## config.mk

```make
export PLATFORM = sky130hd
export DESIGN_NAME = gelato_warp_pc_updater
export DESIGN_NICKNAME = d
export VERILOG_FILES = /design/src/rtl/gelato_warp_pc_updater_pkg.sv /design/src/rtl/gelato_warp_pc_updater_update_arbiter.sv /design/src/rtl/gelato_warp_pc_updater.sv
export SDC_FILE = /design/constraint.sdc
export NUM_CORES = 1
export LEC_CHECK = 0
export ABC_AREA = 0
export CAP_MARGIN = 20
export CORE_ASPECT_RATIO = 2
export CORE_MARGIN = 1.5
export CORE_UTILIZATION = 35
export CTS_BUF_LIST = sky130_fd_sc_hd__clkbuf_4
export CTS_CLUSTER_DIAMETER = 60
export DETAILED_ROUTE_END_ITERATION = 8
export GPL_ROUTABILITY_DRIVEN = 1
export PLACE_DENSITY = 0.68
export SLEW_MARGIN = 40
export SYNTH_ARGS = -nofsm -noshare
export SYNTH_HDL_FRONTEND = slang
export SYNTH_SLANG_ARGS = --single-unit
```

## constraint.sdc

```tcl
create_clock -name clk -period 2.8 [get_ports clk]
set_input_delay 0.56 -clock clk [delete_from_list [all_inputs] [get_ports clk]]
set_output_delay 0.56 -clock clk [all_outputs]
set_load 0.01 [all_outputs]
```

## src/rtl/gelato_warp_pc_updater_pkg.sv

```systemverilog
// Shared types, widths and opcode constants for the warp PC updater.
// Build-time sizing comes from the SPLIT_TABLE_NUM / THREAD_NUM / WARP_NUM_WIDTH macros.
`ifndef SPLIT_TABLE_NUM
`define SPLIT_TABLE_NUM 4
`endif
`ifndef THREAD_NUM
`define THREAD_NUM 8
`endif
`ifndef WARP_NUM_WIDTH
`define WARP_NUM_WIDTH 4
`endif

package gelato_warp_pc_updater_pkg;

  localparam int unsigned SPLIT_TABLE_NUM = `SPLIT_TABLE_NUM;
  localparam int unsigned SPLIT_W         = (SPLIT_TABLE_NUM > 1) ? $clog2(SPLIT_TABLE_NUM) : 1;
  localparam int unsigned THREAD_NUM      = `THREAD_NUM;
  localparam int unsigned WARP_W          = `WARP_NUM_WIDTH;
  localparam int unsigned PC_W            = 32;
  localparam int unsigned INST_W          = 32;

  localparam logic [6:0] OPC_BRANCH = 7'b1100011;
  localparam logic [6:0] OPC_JAL    = 7'b1101111;

  typedef logic [PC_W-1:0]       pc_t;
  typedef logic [INST_W-1:0]     inst_t;
  typedef logic [SPLIT_W-1:0]    split_num_t;
  typedef logic [THREAD_NUM-1:0] thread_mask_t;

  typedef enum logic [1:0] {
    IDLE = 2'd0,
    REQ  = 2'd1,
    WAIT = 2'd2,
    OUT  = 2'd3
  } fetch_state_t;

  // Write-back payload toward the split table.
  typedef struct packed {
    split_num_t num;
    pc_t        pc;
    logic       stall;
  } upd_req_t;

  function automatic logic is_ctrl_flow(input inst_t inst, input logic [6:0] br_op,
                                        input logic [6:0] jal_op);
    return (inst[6:0] == br_op) || (inst[6:0] == jal_op);
  endfunction

endpackage

```

## src/rtl/gelato_warp_pc_updater_update_arbiter.sv

```systemverilog
// Orders split-table updates: resolves win, a displaced fetch write-back waits
// one slot in a single-entry holding register. Outputs are registered pulses.
module gelato_warp_pc_updater_update_arbiter
  import gelato_warp_pc_updater_pkg::*;
(
  input  logic       clk,
  input  logic       rst_n,
  input  logic       rdy,
  input  logic       fetch_valid_i,
  input  upd_req_t   fetch_req_i,
  input  logic       resolve_valid_i,
  input  split_num_t resolve_num_i,
  input  pc_t        resolve_pc_i,
  output logic       upd_valid_o,
  output upd_req_t   upd_o
);

  logic     upd_valid_q, upd_valid_d;
  upd_req_t upd_q, upd_d;
  logic     hold_valid_q, hold_valid_d;
  upd_req_t hold_q, hold_d;

  always_comb begin
    upd_valid_d  = 1'b0;
    upd_d        = upd_q;
    hold_valid_d = hold_valid_q;
    hold_d       = hold_q;
    if (resolve_valid_i) begin
      upd_valid_d = 1'b1;
      upd_d       = '{num: resolve_num_i, pc: resolve_pc_i, stall: 1'b0};
      if (fetch_valid_i) begin
        hold_valid_d = 1'b1;
        hold_d       = fetch_req_i;
      end
    end else if (hold_valid_q) begin
      upd_valid_d  = 1'b1;
      upd_d        = hold_q;
      hold_valid_d = fetch_valid_i;
      if (fetch_valid_i) begin
        hold_d = fetch_req_i;
      end
    end else if (fetch_valid_i) begin
      upd_valid_d = 1'b1;
      upd_d       = fetch_req_i;
    end
  end

  always_ff @(posedge clk or negedge rst_n) begin
    if (!rst_n) begin
      upd_valid_q  <= 1'b0;
      upd_q        <= '0;
      hold_valid_q <= 1'b0;
      hold_q       <= '0;
    end else if (rdy) begin
      upd_valid_q  <= upd_valid_d;
      upd_q        <= upd_d;
      hold_valid_q <= hold_valid_d;
      hold_q       <= hold_d;
    end
  end

  assign upd_valid_o = upd_valid_q;
  assign upd_o       = upd_q;

endmodule

```

## src/rtl/gelato_warp_pc_updater.sv

```systemverilog
// Per-warp fetch front end: split-table PC -> I-cache -> decode, with PC write-back.
// Optional performance counters are built when GELATO_FETCH_PERF_EN is defined.
module gelato_warp_pc_updater
  import gelato_warp_pc_updater_pkg::*;
#(
  parameter int unsigned CURRENT_WARP_NUM = 0,
  parameter logic [6:0]  BRANCH_OPCODE    = OPC_BRANCH,
  parameter logic [6:0]  JAL_OPCODE       = OPC_JAL
) (
  input  logic                  clk,
  input  logic                  rst_n,
  input  logic                  rdy,
  input  logic                  sel_valid,
  input  logic [PC_W-1:0]       sel_pc,
  input  logic [SPLIT_W-1:0]    sel_num,
  output logic                  upd_valid,
  output logic [SPLIT_W-1:0]    upd_num,
  output logic [PC_W-1:0]       upd_pc,
  output logic                  upd_stall,
  input  logic [THREAD_NUM-1:0] upd_thread_mask,
  output logic                  icache_req_valid,
  output logic [PC_W-1:0]       icache_req_addr,
  input  logic                  icache_req_ready,
  input  logic                  icache_resp_valid,
  input  logic [INST_W-1:0]     icache_resp_inst,
  output logic                  dec_valid,
  input  logic                  dec_ready,
  output logic [INST_W-1:0]     dec_inst,
  output logic [PC_W-1:0]       dec_pc,
  output logic [THREAD_NUM-1:0] dec_thread_mask,
  output logic [SPLIT_W-1:0]    dec_split_num,
  output logic [WARP_W-1:0]     dec_warp_num,
  input  logic                  resolve_valid,
  input  logic [SPLIT_W-1:0]    resolve_num,
  input  logic [PC_W-1:0]       resolve_pc
`ifdef GELATO_FETCH_PERF_EN
  ,
  output logic [31:0]           perf_fetch_cnt,
  output logic [31:0]           perf_stall_cnt
`endif
);

  fetch_state_t state_q, state_d;
  logic         req_valid_q, req_valid_d;
  pc_t          pc_q, pc_d;
  split_num_t   num_q, num_d;
  logic         dec_valid_q, dec_valid_d;
  inst_t        inst_q, inst_d;
  thread_mask_t mask_q, mask_d;
  logic         enter_out_c;
  logic         ctrl_flow_c;
  upd_req_t     fetch_wb_c;
  upd_req_t     upd_c;

  // Next-state and output logic for the fetch sequence.
  always_comb begin
    state_d     = state_q;
    req_valid_d = req_valid_q;
    pc_d        = pc_q;
    num_d       = num_q;
    dec_valid_d = dec_valid_q;
    inst_d      = inst_q;
    mask_d      = mask_q;
    enter_out_c = 1'b0;
    unique case (state_q)
      IDLE: begin
        if (sel_valid) begin
          pc_d        = sel_pc;
          num_d       = sel_num;
          req_valid_d = 1'b1;
          state_d     = REQ;
        end
      end
      REQ: begin
        if (icache_req_ready) begin
          req_valid_d = 1'b0;
          if (icache_resp_valid) begin
            state_d     = OUT;
            enter_out_c = 1'b1;
          end else begin
            state_d = WAIT;
          end
        end
      end
      WAIT: begin
        if (icache_resp_valid) begin
          state_d     = OUT;
          enter_out_c = 1'b1;
        end
      end
      OUT: begin
        if (dec_ready) begin
          dec_valid_d = 1'b0;
          state_d     = IDLE;
        end
      end
      default: state_d = IDLE;
    endcase
    if (enter_out_c) begin
      inst_d      = icache_resp_inst;
      mask_d      = upd_thread_mask;
      dec_valid_d = 1'b1;
    end
  end

  // Control flow parks the entry at its own PC until execute resolves it.
  always_comb begin
    ctrl_flow_c = is_ctrl_flow(icache_resp_inst, BRANCH_OPCODE, JAL_OPCODE);
    fetch_wb_c  = '{num:   num_q,
                    pc:    ctrl_flow_c ? pc_q : pc_q + PC_W'(4),
                    stall: ctrl_flow_c};
  end

  always_ff @(posedge clk or negedge rst_n) begin
    if (!rst_n) begin
      state_q     <= IDLE;
      req_valid_q <= 1'b0;
      pc_q        <= '0;
      num_q       <= '0;
      dec_valid_q <= 1'b0;
      inst_q      <= '0;
      mask_q      <= '0;
    end else if (rdy) begin
      state_q     <= state_d;
      req_valid_q <= req_valid_d;
      pc_q        <= pc_d;
      num_q       <= num_d;
      dec_valid_q <= dec_valid_d;
      inst_q      <= inst_d;
      mask_q      <= mask_d;
    end
  end

  gelato_warp_pc_updater_update_arbiter u_update_arbiter (
    .clk             (clk),
    .rst_n           (rst_n),
    .rdy             (rdy),
    .fetch_valid_i   (enter_out_c),
    .fetch_req_i     (fetch_wb_c),
    .resolve_valid_i (resolve_valid),
    .resolve_num_i   (resolve_num),
    .resolve_pc_i    (resolve_pc),
    .upd_valid_o     (upd_valid),
    .upd_o           (upd_c)
  );

  assign upd_num          = upd_c.num;
  assign upd_pc           = upd_c.pc;
  assign upd_stall        = upd_c.stall;
  assign icache_req_valid = req_valid_q;
  assign icache_req_addr  = pc_q;
  assign dec_valid        = dec_valid_q;
  assign dec_inst         = inst_q;
  assign dec_pc           = pc_q;
  assign dec_thread_mask  = mask_q;
  assign dec_split_num    = num_q;
  assign dec_warp_num     = WARP_W'(CURRENT_WARP_NUM);

`ifdef GELATO_FETCH_PERF_EN
  logic [31:0] fetch_cnt_q, fetch_cnt_d;
  logic [31:0] stall_cnt_q, stall_cnt_d;
  logic        stall_cyc_c;

  // Saturating counters of decode handshakes and front-end stall cycles.
  always_comb begin
    fetch_cnt_d = fetch_cnt_q;
    stall_cnt_d = stall_cnt_q;
    stall_cyc_c = (state_q == REQ) || (state_q == WAIT) || ((state_q == OUT) && !dec_ready);
    if ((state_q == OUT) && dec_ready && (fetch_cnt_q != 32'hFFFF_FFFF)) begin
      fetch_cnt_d = fetch_cnt_q + 32'd1;
    end
    if (stall_cyc_c && (stall_cnt_q != 32'hFFFF_FFFF)) begin
      stall_cnt_d = stall_cnt_q + 32'd1;
    end
  end

  always_ff @(posedge clk or negedge rst_n) begin
    if (!rst_n) begin
      fetch_cnt_q <= '0;
      stall_cnt_q <= '0;
    end else if (rdy) begin
      fetch_cnt_q <= fetch_cnt_d;
      stall_cnt_q <= stall_cnt_d;
    end
  end

  assign perf_fetch_cnt = fetch_cnt_q;
  assign perf_stall_cnt = stall_cnt_q;
`endif

endmodule

```

==> results by group <==
Status
  • Status: finished clean

Logic synthesis
  • Cell with the most instances after synthesis: nand2_1
  • Synthesized cell area: between 7000 and 8000 um2
  • Top post-synthesis cells by area: dfrtp_1 52%, nand2_1 9.7%, mux2_2 5.6%, buf_4 4.2%, o21ai_0 3.1%
  • Yosys reg bits: 150
  • Gate count of the mapped netlist: 740
  • Synth top area share: 0.522
  • Cell taking the most area after synthesis: dfrtp_1
  • Ys Warns: 0
  • Cell variety after synth: 48
  • EDFF count, synth: 0
  • Synth Flop Type: dfrtp_1
  • Synth cell count leaders: 185 x nand2_1, 150 x dfrtp_1, 44 x o21ai_0
  • Ys async rst share: 1.00
  • Sequential element share of the synthesized area: 0.522
  • Avg Synthesized Cell Area: around 9.7 um2

Floorplan
  • I/O Pins: around 260
  • Placeable Area: 20300 um2
  • Die area: 21500 um2
  • Die Width: 104 um
  • # rows: 74
  • Initial Util: 0.355
  • Die Height: slightly above 200 um

Power
  • P_leak: 4.44 nW
  • PwrDens: 1010 nW/um2
  • Overall Power: 0.0105 W
  • Worst IR Drop VDD: 0.438 mV

Critical path
  • Worst EP required: roughly 3.3 ns
  • Critical path's top delay family: simple AND/OR/NAND/NOR gates
  • Arrival @ worst endpoint: 2.78 ns
  • CP max FO: 12
  • CP max stage cell: or4_1
  • Nature of the critical path endpoint: register
  • Crit path cell chain: nand4_4, or4_1, buf_4, nor3_2, xnor2_1, a221oi_2
  • Kind of critical path: register to register
  • CP Buf/Inv Count: 1
  • Slowest stage delay, CP: 0.83 ns
  • CP Launch Type: register

STA
  • Final setup TNS: 0 ns
  • Max Clock Freq: 432 MHz
  • Tcrit/Tclk final: 0.828
  • Final hold violations: 0
  • Relative slew slack: 0.472
  • Post-route minimum period: 2.32 ns
  • Hold WS: 0.488 ns
  • RSZ-0062 raised after global routing: false
  • Slew Limit Fails: 0
  • Slew of the pin with the lowest slew margin: 0.790 ns
  • Setup-failing EPs final: 0
  • Final Skew: 0.0282 ns
  • Post-route setup slack: roughly 0.48 ns

Detailed routing
  • Antenna-violating nets left: 0
  • Initial DRC count: 325
  • Pre-antenna DRT Iters: 4
  • WL per Instance: 17.3 um
  • Total Wirelength: approximately 22 mm
  • Remaining DRCs: 0
  • Vias per cell: 4.96
  • Routed vias: around 6300

Finish
  • Register area: 3750 um2
  • Share of cells above drive strength 1: 0.125
  • Fill count: 1849
  • Area delta synth->final: 43.7%
  • Area of the multi-input gates: 2950 um2
  • Cell Count, Final, Fillers Out: 1261
  • Nets@finish: between 1000 and 1500

Placement
  • Placed Cells incl. Taps: 1226
  • GP Congestion: about 0.81
  • Final HPWL DP: 16.6 mm
  • Pre-CTS setup slack: 0.216 ns
  • IO Port Bufs: 259

Clock tree
  • Clock slew at reported path FFs: between 0.1 and 0.15 ns
  • Maximum clock path buffer count: 2
  • Num CTS Buffers: 17
  • CTS tree: built
  • Clock Latency Late Sink: 0.55 ns
  • H-tree level count: 4
  • Setup Buffers After CTS: 0
  • CTS Root Cell: clkbuf_4
  • # clock sinks: 150

Global routing
  • Vias in the first global route: 6179
  • Largest net degree at the start of global routing: between 60 and 70
  • Global route total overflow: 0
  • GRT Total Usage: 0.204
  • Initial antenna violation count: 3
  • First-pass GRT wire length: 33.7 mm

Min path
  • Worst hold path type: register to register

Run
  • Max-cap viol count: 0
## kinds of logic (layout without fill, tap and decap cells)
| group | count (synthesis) | after routing | synth area share |
|---|---|---|---|
| AO/OA/AOI/OAI | 145 | 145 | 0.129 |
| other | 1 | 8 | 0.000522 |
| XOR/XNOR | 30 | 30 | 0.0365 |
| AND/OR/NAND/NOR | 271 | 271 | 0.167 |
| multiplexers | 40 | 40 | 0.0619 |
| buffers and inverters | 97 | 345 | 0.0727 |
| adder cells (fa/ha/maj) | 6 | 6 | 0.0104 |
| flip-flops | 150 | 150 | 0.522 |
## per-layer routing
layer,GRT usage,wire length [um]
met5,0,0
met4,0.0997,712
met3,0.0421,1160
met2,0.364,11700
met1,0.230,8230
## cell usage in the layout (no fill, tap or decap), drive strengths merged, types with 3 or more instances in the layout
master and instances:
a211oi 3, clkbuf 17, mux2 36, a22oi 3, dfrtp 150, clkinvlp 3
xnor2 19, mux2i 4, nand2 185, bufinv 4, ha 6, and3 14
clkdlybuf4s50 258, a221oi 23, o31ai 4, diode 4, o21ai 63, nor3 11
nor2 27, conb 4, xor2 11, o22ai 16, inv 17, nor4 7
nand4 8, nand3 8, clkinv 5, a21oi 23, buf 40
## cell type report
class                      instances  share of cell area
antenna                            4            0.000968
clock buffer                      17              0.0123
clock inverter                    13              0.0177
inverter                          16             0.00581
multi-input combinational        496               0.285
sequential                       150               0.363
tap                              266              0.0322
timing repair buffer             299               0.283
## sequential cells by signal, indices dropped and copies added, names as in the netlist
register                       count
dec_inst                          32
dec_pc                            32
dec_split_num                      2
dec_thread_mask                    8
dec_valid                          1
icache_req_valid                   1
state_q                            2
u_update_arbiter.hold_q           35
u_update_arbiter.hold_valid_q      1
u_update_arbiter.upd_o            35
u_update_arbiter.upd_valid_o       1
## report_power, final
group	switching, W	internal [W]	total [W]
sequential	0.000832	0.00313	0.00396
combinational	0.00226	0.00279	0.00505
clock	0.000774	0.000697	0.00147
total	0.00387	0.00662	0.0105
## what timing repair did
action / CTS / global route
hold buffers: 1 / 0
resized for setup: 0 / 0
hold endpoints to repair: 61 / 0
## per-stage QoR
step | utilization | area, um2
global route | 0.510 | 10300
finish | 0.510 | 10300
CTS | 0.509 | 10300
global placement | 0.493 | 10000
detailed placement | 0.493 | 10000
floorplan | - | 7200
## worst register-to-register path: stages (launching register included)
cell,delay (ns)
dfrtp_1,0.41
nand4_4,0.17
or4_1,0.83
buf_4,0.27
nor3_2,0.18
xnor2_1,0.13
a221oi_2,0.27
## path summary, 6_finish.rpt
| path | startpoint | to | slack, ns | cells past startpoint |
|---|---|---|---|---|
| setup / recovery | dec_pc[5] | u_update_arbiter.upd_o[27] | 0.48 | 6 |
| hold / removal | dec_inst[5] | dec_inst[5] | 0.49 | 2 |
| setup reg to reg | dec_pc[5] | u_update_arbiter.upd_o[27] | 0.48 | 6 |
| hold reg to reg | dec_inst[5] | dec_inst[5] | 0.49 | 2 |
| max in group asynchronous | rst_n | dec_inst[8] | 1.45 | 3 |
| min in group asynchronous | rst_n | u_update_arbiter.upd_o[12] | 0.55 | 2 |
(Power assumes the default switching activity.)
